$ cat config.mk
export PLATFORM = sky130hd
export DESIGN_NAME = deserializer
export DESIGN_NICKNAME = d
export VERILOG_FILES = /design/src/rtl/deser_pkg.sv /design/src/rtl/deser_out_slot.sv /design/src/rtl/deserializer.sv
export SDC_FILE = /design/constraint.sdc
export NUM_CORES = 1
export LEC_CHECK = 0
export ABC_AREA = 1
export BUFFER_PORTS_ARGS = -buffer_cell sky130_fd_sc_hd__buf_2
export CAP_MARGIN = 40
export CORE_MARGIN = 5
export CORE_UTILIZATION = 51
export CTS_CLUSTER_DIAMETER = 30
export CTS_CLUSTER_SIZE = 30
export DETAILED_ROUTE_END_ITERATION = 16
export PLACE_DENSITY = 0.74
export SYNTH_ARGS = -nofsm -noshare
export SYNTH_HDL_FRONTEND = slang
export SYNTH_HIERARCHICAL = 1
export SYNTH_SLANG_ARGS = --single-unit
$ cat constraint.sdc
create_clock -name clk_i -period 2.1 [get_ports clk_i]
set_input_delay 0.21 -clock clk_i [delete_from_list [all_inputs] [get_ports clk_i]]
set_output_delay 0.21 -clock clk_i [all_outputs]
set_load 0.02 [all_outputs]
$ cat src/rtl/deser_pkg.sv
// Shared types and defaults for the serial-to-parallel deserializer.
package deser_pkg;

  typedef enum logic {
    IDLE    = 1'b0,
    COLLECT = 1'b1
  } deser_state_t;

  localparam int DESER_DATA_W = 16;

endpackage

$ cat src/rtl/deser_out_slot.sv
// One-entry valid/ready output register; drops an incoming word when full and not draining.
module deser_out_slot #(
  parameter int DATA_W = 16,
  parameter int MOD_W  = 5
) (
  input  logic              clk_i,
  input  logic              arst_n_i,
  input  logic              load_i,
  input  logic [DATA_W-1:0] word_i,
  input  logic [MOD_W-1:0]  mod_i,
  input  logic              ready_i,
  output logic [DATA_W-1:0] data_o,
  output logic [MOD_W-1:0]  mod_o,
  output logic              valid_o,
  output logic              drop_o
);

  logic [DATA_W-1:0] r_data;
  logic [MOD_W-1:0]  r_mod;
  logic              r_valid;
  logic              r_drop;
  logic              w_xfer;
  logic              w_accept;

  // Handshake: a word moves on any edge where valid_o and ready_i are both high;
  // data_o/mod_o stay frozen while valid_o is high and ready_i is low.
  assign w_xfer   = r_valid & ready_i;
  assign w_accept = load_i & (~r_valid | w_xfer);

  always_ff @(posedge clk_i or negedge arst_n_i) begin
    if (!arst_n_i) begin
      r_data  <= '0;
      r_mod   <= '0;
      r_valid <= 1'b0;
      r_drop  <= 1'b0;
    end else begin
      r_drop <= load_i & r_valid & ~ready_i;
      if (w_accept) begin
        r_data  <= word_i;
        r_mod   <= mod_i;
        r_valid <= 1'b1;
      end else if (w_xfer) begin
        r_valid <= 1'b0;
      end
    end
  end

  assign data_o  = r_data;
  assign mod_o   = r_mod;
  assign valid_o = r_valid;
  assign drop_o  = r_drop;

endmodule

$ cat src/rtl/deserializer.sv
// Samples a serial stream MSB-first into left-aligned words and hands them to a one-entry output slot.
module deserializer
  import deser_pkg::*;
#(
  parameter  int DATA_W = DESER_DATA_W,
  localparam int MOD_W  = $clog2(DATA_W) + 1
) (
  input  logic              clk_i,
  input  logic              arst_n_i,
  input  logic              ser_data_i,
  input  logic              ser_data_val_i,
  input  logic              deser_ready_i,
  output logic [DATA_W-1:0] deser_data_o,
  output logic [MOD_W-1:0]  deser_mod_o,
  output logic              deser_data_val_o,
  output logic              overflow_o,
  output deser_state_t      dbg_state_o
);

  localparam logic [MOD_W-1:0] FULL_CNT = MOD_W'(DATA_W);

  deser_state_t      r_state;
  deser_state_t      w_state_nxt;
  logic [DATA_W-1:0] r_sreg;
  logic [MOD_W-1:0]  r_cnt;
  logic [DATA_W-1:0] w_sreg_shift;
  logic [DATA_W-1:0] w_short_word;
  logic [MOD_W-1:0]  w_cnt_inc;
  logic              w_close;
  logic [DATA_W-1:0] w_word;
  logic [MOD_W-1:0]  w_mod;

  assign w_sreg_shift = {r_sreg[DATA_W-2:0], ser_data_i};
  assign w_cnt_inc    = r_cnt + 1'b1;
  // Only the low r_cnt bits belong to this word; older bits fall off the top.
  assign w_short_word = r_sreg << (FULL_CNT - r_cnt);

  always_ff @(posedge clk_i or negedge arst_n_i) begin
    if (!arst_n_i) begin
      r_state <= IDLE;
    end else begin
      r_state <= w_state_nxt;
    end
  end

  always_comb begin
    w_state_nxt = r_state;
    case (r_state)
      IDLE:    if (ser_data_val_i) w_state_nxt = COLLECT;
      COLLECT: if (!ser_data_val_i || (w_cnt_inc == FULL_CNT)) w_state_nxt = IDLE;
      default: w_state_nxt = IDLE;
    endcase
  end

  always_comb begin
    w_close = 1'b0;
    w_word  = '0;
    w_mod   = '0;
    if (r_state == COLLECT) begin
      if (ser_data_val_i && (w_cnt_inc == FULL_CNT)) begin
        w_close = 1'b1;
        w_word  = w_sreg_shift;
        w_mod   = FULL_CNT;
      end else if (!ser_data_val_i) begin
        w_close = 1'b1;
        w_word  = w_short_word;
        w_mod   = r_cnt;
      end
    end
  end

  always_ff @(posedge clk_i or negedge arst_n_i) begin
    if (!arst_n_i) begin
      r_sreg <= '0;
      r_cnt  <= '0;
    end else begin
      if (ser_data_val_i) r_sreg <= w_sreg_shift;
      if (w_close) begin
        r_cnt <= '0;
      end else if (ser_data_val_i) begin
        r_cnt <= w_cnt_inc;
      end
    end
  end

  deser_out_slot #(
    .DATA_W (DATA_W),
    .MOD_W  (MOD_W)
  ) u_slot (
    .clk_i    (clk_i),
    .arst_n_i (arst_n_i),
    .load_i   (w_close),
    .word_i   (w_word),
    .mod_i    (w_mod),
    .ready_i  (deser_ready_i),
    .data_o   (deser_data_o),
    .mod_o    (deser_mod_o),
    .valid_o  (deser_data_val_o),
    .drop_o   (overflow_o)
  );

  assign dbg_state_o = r_state;

endmodule

==> impl_metrics.tcl, run 1 <==
set metrics [dict create \
    worstPathArrival_ns 2.12 \
    hold_viol 0 \
    yosysMostFrequentCell "nand2_1" \
    synth_top_cell_by_area "dfrtp_1" \
    skew_ns 0.006366 \
    clock_latency_ns 0.30 \
    drv_cap 0 \
    hp-class "input port to flip-flop" \
    crit_top_cell "nand2_1" \
    routed_wl_um 7201 \
    grt_setup_unrepaired "no" \
    setup_tns_ns 0 \
    cts_max_level 2 \
    whs_ns 0.1636 \
    layout_min_cycle_time_ns 1.933 \
    critical_path_class "flip-flop to flip-flop" \
    ios 29 \
    fin_crit_sh_pct 92.03 \
    cp-endpoint "u_slot/data_o[12]" \
    peakVddDrop_mv 0.4074 \
    ys_seq_area_share_pct 38.49 \
    crit_start "r_cnt[1]" \
    cts_sinks 45 \
    worstRegToRegCells 14 \
    setup_violations 0 \
    post_synth_main_area_contributors "dfrtp_1 (38%), nand2_1 (25%), nand3_1 (13%), inv_1 (3.7%), nor2_1 (2.3%)" \
    async_reset_ff_share_pct 100.0 \
    grt_use_total_pct 21.03 \
    crit_family "simple AND/OR/NAND/NOR gates" \
    cts_tree "done" \
    fp.coreArea_um2 5540 \
    avgSynthCellArea_um2 6.648 \
    first_pass_iters 5 \
    fp.dieH_um 85.74 \
    slew_violations 0 \
    slowest_delay_ns 0.43 \
    path_buf_inv 4 \
    p_leak_nw 1.832 \
    drive_gt1_share_pct 16.84 \
    die_x_um 85.74 \
    synthTopCellsByCount "nand2_1 (195), nand3_1 (77), dfrtp_1 (45)" \
    rr_startpoint "r_cnt[1]" \
    synth_top_cell_area_share_pct 38.49 \
    finalNetCount 475 \
    vias 2800 \
    io_buffers 28 \
    vias_per_cell 5.176 \
    setup_ws_ns 0.1673 \
    diodes 0 \
    ant_nets 0 \
    clockBufferDepth 2 \
    grt_overflow 0 \
    initial_core_util_pct 52.80 \
    critPathRequiredTime_ns 2.29 \
    worst_r2r_endpoint "u_slot/data_o[12]" \
    wl_per_cell_um 13.31 \
    first_global_vias 2658 \
    die_area_um2 7350 \
    grt_pass1_wl_um 12610 \
    numCtsBuffers 5 \
    yosysUniqueCellTypes 23 \
    ys_ff_latch 45 \
    slowest_stage "dfrtp_1" \
    yosysWarnings 6 \
    synthesis.area_um2 2925 \
    cts_root_buf "clkbuf_8" \
    setup.worst_path.start_class "flip-flop" \
    gp_congestion 0.9237 \
    max_slew_margin_pct 62.64 \
    synth_edf_count 0 \
    worst_slew_pin_slew_ns 0.5604 \
    endpoint_kind "flip-flop" \
    path_clk_slew_ns 0.08 \
    rows 27 \
    pwr_density_cell_nw_per_um2 874.4 \
    post-route-drc-count 0 \
    fmax_ghz 0.5174 \
    post-place-ws_ns 0.06098 \
    grt_antenna_before_repair 0 \
    cp_cell_sequence "inv_2, ha_2, inv_1, nand2_1, nand2_2, buf_4, nand3_1, nand2_1, nand2_1, nand3_1, nand2_1, inv_1, nand3_1, nand2_1" \
    synth_ff_type "dfrtp_1" \
    drt_first_iter_violations 135 \
    crit_fanout 10 \
    r2r_slack_ns 0.17 \
    synthCells 440 \
    critical_path_depth 14 \
    dp_hpwl_um 5403 \
    status "completed" \
    grt_max_degree 46 \
    synthToLayoutAreaGrowth_pct 11.68 \
    syn_nets 447 \
]
-- through the flow --
stage	utilization [%]	std cells	power (mW)	cell area, um^2
detailed placement	55.85	530	2.161	3094
global route	58.97	541	3.080	3267
finish	58.97	541	2.856	3267
CTS	58.11	539	2.828	3219
floorplan	-	440	1.920	2925
global placement	55.85	530	2.153	3094
-- flip-flops by register name, indices dropped and copies added, names as in the netlist --
register	cells
u_slot/drop_o	1
u_slot/data_o	16
r_sreg	16
u_slot/mod_o	5
u_slot/valid_o	1
dbg_state_o	1
r_cnt	5
-- routing by layer --
layer  routed length, um  part of all wire, %  global-route usage (%)
met1                3367                   47                   28.27
met2                3377                   47                   34.60
met3                 312                  4.3                   3.746
met4                 144                  2.0                   6.331
met5                   0                    0                       0
-- repair_timing --
| action | CTS | global route |
|---|---|---|
| hold endpoints to repair | 2 | 0 |
| gates resized for setup | 0 | 11 |
| endpoints found under the setup margin | 0 | 12 |
| hold buffers | 1 | 0 |
| buffers inserted | 0 | 2 |
-- worst min-delay path by stage --
stage                     cells past startpoint          end       start
after floorplan                               0  dbg_state_o    arst_n_i
after CTS                                     3    r_sreg[0]  ser_data_i
after global routing                          3    r_sreg[0]  ser_data_i
after detailed placement                      2     r_cnt[4]    arst_n_i
final                                         3    r_sreg[0]  ser_data_i
after global placement                        2     r_cnt[4]    arst_n_i
-- power by group --
part,switching (mW),leakage [nW],internal [mW]
combinational,0.754,1.18,0.387
sequential,0.100,0.600,0.964
clock,0.296,0.0543,0.356
total,1.15,1.83,1.71
-- cell families after synthesis --
group                    share of synthesized area [%]
buffers and inverters                            10.52
flip-flops                                       38.49
AND/OR/NAND/NOR                                  45.98
adder cells (fa/ha/maj)                         0.8553
AO/OA/AOI/OAI                                    4.149
-- cells in the final DEF, fill, tap and decap left out, types with 2 or more instances in the layout --
cell type / n
nand3_2: 2
dfrtp_1: 43
nand4_1: 6
o21ai_0: 11
clkbuf_8: 5
dfrtp_2: 2
nor3_1: 3
buf_2: 28
nor2_4: 4
nand2_2: 5
nand2_1: 195
inv_2: 4
buf_4: 15
inv_1: 27
nand3_1: 77
a21oi_2: 3
inv_4: 3
a21oi_1: 8
nor2_1: 17
-- worst register-to-register path: cells and delay by family, from the launching register on --
kind                       cells  cell delay [ns]
and+or+nand+nor                9             0.74
DFF                            1             0.43
buffers and inverters          4             0.41
adders and majority gates      1             0.22
-- layout make-up --
type | count | area, um^2
clock buffers | 5 | 68.82
well taps | 72 | 90.09
multi-input cells | 336 | 1504
inverters | 34 | 135.1
clock inverters | 3 | 46.29
repair buffers | 46 | 294.0
fillers | 586 | 2273
flip-flops and latches | 45 | 1129
(Power assumes the default switching activity.)
==> inputs of run 2 (changes only) <==
--- a/config.mk
+++ b/config.mk
@@ -13,7 +13,8 @@
 export CTS_CLUSTER_DIAMETER = 30
 export CTS_CLUSTER_SIZE = 30
 export DETAILED_ROUTE_END_ITERATION = 16
-export PLACE_DENSITY = 0.74
+export GPL_TIMING_DRIVEN = 0
+export PLACE_DENSITY = 0.73
 export SYNTH_ARGS = -nofsm -noshare
 export SYNTH_HDL_FRONTEND = slang
 export SYNTH_HIERARCHICAL = 1
==> impl_metrics.tcl, run 2 (synthesis gave the netlist of run 1 again) <==
set metrics [dict create \
    fp.coreArea_um2 5540 \
    fin_util_pct 63.14 \
    place_inst 540 \
    drv_cap 0 \
    peakVddDrop_mv 0.4409 \
    vias 3007 \
    clockBufferDepth 2 \
    worstPathArrival_ns 2.21 \
    die_area_um2 7350 \
    setup_tns_ns 0 \
    slew_violations 0 \
    gp_congestion 0.9306 \
    path_buf_inv 3 \
    internal-power_mw 1.764 \
    crit_family "simple AND/OR/NAND/NOR gates" \
    routed_wl_um 8257 \
    dpl-instance-area_um2 3171 \
    hold_viol 0 \
    layout_common_cells "nand2_1 (191), nand3_1 (71), dfrtp_1 (45), buf_2 (36), inv_1 (28)" \
    slowest_delay_ns 0.37 \
    finalNetCount 495 \
    vias_per_cell 5.360 \
    cts_tree "done" \
    endpoint_kind "flip-flop" \
    cts_sinks 45 \
    post-route-drc-count 0 \
    layout_min_cycle_time_ns 1.978 \
    numCtsBuffers 5 \
    hp-class "input port to flip-flop" \
    slowest_stage "dfrtp_1" \
    path_clk_slew_ns 0.08 \
    setup_violations 0 \
    critical_path_class "flip-flop to flip-flop" \
    grt_pass1_wl_um 13430 \
    pwr_density_cell_nw_per_um2 867.5 \
    die_x_um 85.74 \
    grt_max_degree 27 \
    comb_power_share_pct 47.9 \
    status "completed" \
    synthToLayoutAreaGrowth_pct 19.59 \
    io_buffers 27 \
    finalNonFillerCells 561 \
    cp_cell_sequence "buf_4, ha_1, nand2_2, inv_4, nand3_1, nand2_2, nand3_2, a21oi_4, buf_2, nand3_1, nand2_1" \
    critPathRequiredTime_ns 2.34 \
    rows 27 \
    p_leak_nw 1.939 \
    cts_root_buf "clkbuf_8" \
    fp.dieH_um 85.74 \
    setup.worst_path.start_class "flip-flop" \
    grt_overflow 0 \
    ios 29 \
    power_mw 3.035 \
    drt_first_iter_violations 171 \
    p_switching_mw 1.271 \
    cts_max_level 2 \
    wl_per_cell_um 14.72 \
    diodes 0 \
    first_global_vias 2759 \
    final_common_cell "nand2_1" \
    netSwitchingFraction_pct 41.89 \
    worst_slew_pin_slew_ns 0.5943 \
    grt_antenna_before_repair 0 \
    fin_crit_sh_pct 94.19 \
    final_area_um2 3498 \
    max_slew_margin_pct 60.38 \
    ant_nets 0 \
    skew_ns 0.01199 \
    first_pass_iters 5 \
    fmax_ghz 0.5055 \
    grt_use_total_pct 22.99 \
    clock_latency_ns 0.30 \
    power_frac_clock_pct 17.6 \
    sequentialPowerShare_pct 34.5 \
    grt_setup_unrepaired "no" \
    initial_core_util_pct 52.80 \
    dp_hpwl_um 5937 \
    drive_gt1_share_pct 20.86 \
    crit_fanout 10 \
]
==> run 2: changes by cell type in the layout (fill, tap and decap cells not counted), sizes merged <==
| cell | change |
|---|---|
| buf | +14 |
| bufinv | -1 |
| clkbuf | +8 |
| clkinv | -1 |
==> run 2: power groups by stage <==
stage / Sequential [mW] / Combinational, mW / Clock [mW]
3_3_place_gp: 1.06 / 1.16 / 0
6_report: 1.05 / 1.45 / 0.533
3_5_place_dp: 1.06 / 1.17 / 0
5_1_grt: 1.06 / 1.60 / 0.596
4_1_cts: 1.05 / 1.26 / 0.548
2_1_floorplan: 1.10 / 0.825 / 0
==> run 2: worst paths after layout <==
check                           slack, ns              from  cells past startpoint               end
worst max-delay path                 0.12          r_cnt[0]                     11  u_slot/data_o[6]
worst min-delay path                 0.17        ser_data_i                      3         r_sreg[0]
worst max register to register       0.12          r_cnt[0]                     11  u_slot/data_o[6]
worst min register to register       0.47  u_slot/data_o[8]                      2  u_slot/data_o[8]
max in group asynchronous            1.19          arst_n_i                      3  u_slot/data_o[0]
min in group asynchronous            0.40          arst_n_i                      2        r_sreg[15]
==> run 2: cell type report <==
| cell class | instances | area, um^2 |
|---|---|---|
| multi-input cells | 336 | 1579 |
| well taps | 72 | 90.09 |
| inverters | 34 | 142.6 |
| plain buffers | 23 | 188.9 |
| fillers | 519 | 2042 |
| clock inverters | 1 | 7.507 |
| repair buffers | 43 | 287.8 |
| flip-flops and latches | 45 | 1126 |
| clock buffers | 7 | 76.32 |
==> run 2: layer usage <==
metal | vias to the layer above | global-route usage, % | wire (um)
met2 | 99 | 37.85 | 4002
met5 | - | 0 | 0
li1 | 1493 | - | -
met3 | 17 | 3.939 | 457
met4 | 0 | 8.489 | 186
met1 | 1398 | 30.30 | 3611
==> run 2: metrics by stage <==
step	setup WS [ns]	hold WS [ns]
floorplan	0.02078	-0.08559
detailed placement	-0.4191	0.2013
finish	0.1219	0.1658
CTS	0.01511	0.1525
global placement	-0.3739	0.4200
global route	0.005411	0.1588
==> run 2: what timing repair did <==
item | 4_1_cts | 5_1_grt
buffers inserted | 3 | 9
hold buffers | 1 | 0
cloned | 1 | 1
endpoints found under the setup margin | 21 | 21
pin swaps | 0 | 13
resized for setup | 14 | 22
hold endpoints to repair | 19 | 0
==> run 2: worst register-to-register path, stage by stage (launching register included) <==
cell and delay, ns:
dfrtp_1 0.37, buf_4 0.12, ha_1 0.19, nand2_2 0.08, inv_4 0.09, nand3_1 0.08, nand2_2 0.14, nand3_2 0.10
a21oi_4 0.28, buf_2 0.27, nand3_1 0.11, nand2_1 0.10
==> inputs of run 3 (changes only) <==
==> constraint.sdc (replaced) <==
create_clock -name clk_i -period 1.7 [get_ports clk_i]
set_input_delay 0.17 -clock clk_i [delete_from_list [all_inputs] [get_ports clk_i]]
set_output_delay 0.17 -clock clk_i [all_outputs]
set_load 0.02 [all_outputs]
==> impl_metrics.tcl, run 3 (synthesis gave the netlist of run 1 again) <==
set metrics [dict create \
    status "finished with violations" \
    violations "negative setup slack" \
    die_x_um 85.74 \
    skew_ns 0.006421 \
    grt_overflow 0 \
    die_area_um2 7350 \
    peakVddDrop_mv 0.7442 \
    nFillCells 428 \
    p_leak_nw 2.198 \
    dp_hpwl_um 5940 \
    grt_use_total_pct 24.04 \
    power_frac_clock_pct 18.7 \
    cts_sinks 45 \
    whs_path_depth 3 \
    cts_root_buf "clkbuf_8" \
    layout_min_cycle_time_ns 2.093 \
    r2r_slack_ns -0.39 \
    cp_cell_sequence "buf_6, inv_4, buf_8, buf_12, ha_4, inv_1, nand2_2, nand2_4, inv_6, buf_8, nand3_1, nand2_1, nand2_1, nand3_1, nand2_1, inv_1, nand3_1, nand2_1" \
    hold_end "r_sreg[0]" \
    cts_max_level 2 \
    critPathRequiredTime_ns 1.90 \
    grt_pass1_wl_um 14230 \
    first_pass_iters 6 \
    first_global_vias 3048 \
    grt_max_degree 26 \
    multi_input_area_um2 1877 \
    routed_wl_um 9424 \
    worstPathArrival_ns 2.29 \
    worstRegToRegCells 18 \
    vias 3298 \
    slew_violations 0 \
    max_slew_margin_pct 58.97 \
    clockBufferDepth 2 \
    synthToLayoutAreaGrowth_pct 40.85 \
    path_clk_slew_ns 0.09 \
    ant_nets 0 \
    slowest_delay_ns 0.38 \
    initial_core_util_pct 52.80 \
    diodes 0 \
    drive_gt1_share_pct 34.71 \
    critical_path_class "flip-flop to flip-flop" \
    dpl-instance-area_um2 3258 \
    min_from "ser_data_i" \
    netSwitchingFraction_pct 41.21 \
    fin_util_pct 74.37 \
    worst_slew_pin_slew_ns 0.6155 \
    sequentialPowerShare_pct 28.5 \
    cts_tree "done" \
    grt_setup_unrepaired "yes" \
    hp-class "input port to flip-flop" \
    gp_congestion 1.004 \
    regArea_um2 1126 \
    drv_cap 0 \
    rows 27 \
    crit_top_cell "nand2_1" \
    final_area_um2 4120 \
    final_common_cell "nand2_1" \
    io_buffers 27 \
    crit_fanout 7 \
    grt_antenna_before_repair 0 \
    fin_crit_sh_pct 123.1 \
    wl_per_cell_um 16.19 \
    slowest_stage "dfrtp_1" \
    vias_per_cell 5.667 \
    fp.dieH_um 85.74 \
    setup.worst_path.start_class "flip-flop" \
    ios 29 \
    rr_startpoint "r_cnt[0]" \
    pwr_density_cell_nw_per_um2 1107 \
    setup_ws_ns -0.3932 \
    p_switching_mw 1.880 \
    hold_viol 0 \
    worst_r2r_endpoint "u_slot/data_o[15]" \
    fmax_ghz 0.4777 \
    post-route-drc-count 0 \
    comb_power_share_pct 52.8 \
    setup_tns_ns -7.825 \
    setup_violations 28 \
    internal-power_mw 2.682 \
    numCtsBuffers 5 \
    layout_common_cells "nand2_1 (171), nand3_1 (47), dfrtp_1 (45), buf_2 (34), inv_1 (27)" \
    fp.coreArea_um2 5540 \
    drt_first_iter_violations 263 \
    endpoint_kind "flip-flop" \
    finalNetCount 516 \
    clock_latency_ns 0.30 \
]
## run 3: what timing repair did
| action | 4_1_cts | 5_1_grt |
|---|---|---|
| setup buffers | 19 | 9 |
| hold endpoints to repair | 20 | 0 |
| pin swaps | 35 | 32 |
| endpoints found under the setup margin | 23 | 28 |
| hold buffers | 1 | 0 |
| cloned | 3 | 3 |
| resized for setup | 70 | 40 |
## run 3: final cells by class
class                      instances  share of cell area (%)
buffer                            24                   5.345
clock buffer                       6                   2.004
clock inverter                     2                  0.9110
inverter                          34                   3.583
multi-input combinational        336                   45.55
sequential                        45                   27.33
tap                               72                   2.186
timing repair buffer              63                   13.09
## run 3: worst max-delay path, delay by kind of cell (launching register included)
| family | cells | cell delay (ns) |
|---|---|---|
| simple gates | 9 | 0.76 |
| fa+ha+maj | 1 | 0.17 |
| flops | 1 | 0.38 |
| buf+inv | 8 | 0.67 |
## run 3: how the worst max path moves through the flow
| stage | from | end | slack, ns | cells past startpoint |
|---|---|---|---|---|
| floorplan | r_cnt[0] | u_slot/data_o[15] | -0.22 | 17 |
| global placement | r_cnt[0] | u_slot/data_o[12] | -0.52 | 17 |
| detailed placement | r_cnt[0] | u_slot/data_o[12] | -0.53 | 17 |
| CTS | r_cnt[0] | u_slot/data_o[2] | -0.28 | 13 |
| global route | r_cnt[0] | u_slot/data_o[15] | -0.49 | 18 |
| finish | r_cnt[0] | u_slot/data_o[15] | -0.39 | 18 |
## run 3: metrics by stage
stage | hold WS (ns) | setup WS, ns | std cells | power, mW
after floorplan | -0.1256 | -0.2175 | 440 | 2.460
after global placement | 0.3805 | -0.5244 | 539 | 2.815
after detailed placement | 0.1735 | -0.5318 | 540 | 2.832
after CTS | 0.1102 | -0.2836 | 570 | 4.158
after global routing | 0.1333 | -0.4916 | 582 | 4.801
final | 0.1154 | -0.3932 | 582 | 4.561
## run 3: routing by layer
layer | GRT usage, % | vias up | part of all wire, %
li1 | - | 1534 | -
met1 | 30.82 | 1550 | 39
met2 | 40.96 | 176 | 50
met3 | 3.074 | 38 | 7.0
met4 | 9.640 | 0 | 3.5
met5 | 0 | - | 0
## run 3: power by group through the flow
stage	clock network [mW]	logic [mW]	registers [mW]
CTS	0.881	1.99	1.29
detailed placement	0	1.52	1.31
finish	0.855	2.41	1.30
global route	0.925	2.56	1.31
floorplan	0	1.11	1.35
global placement	0	1.50	1.31
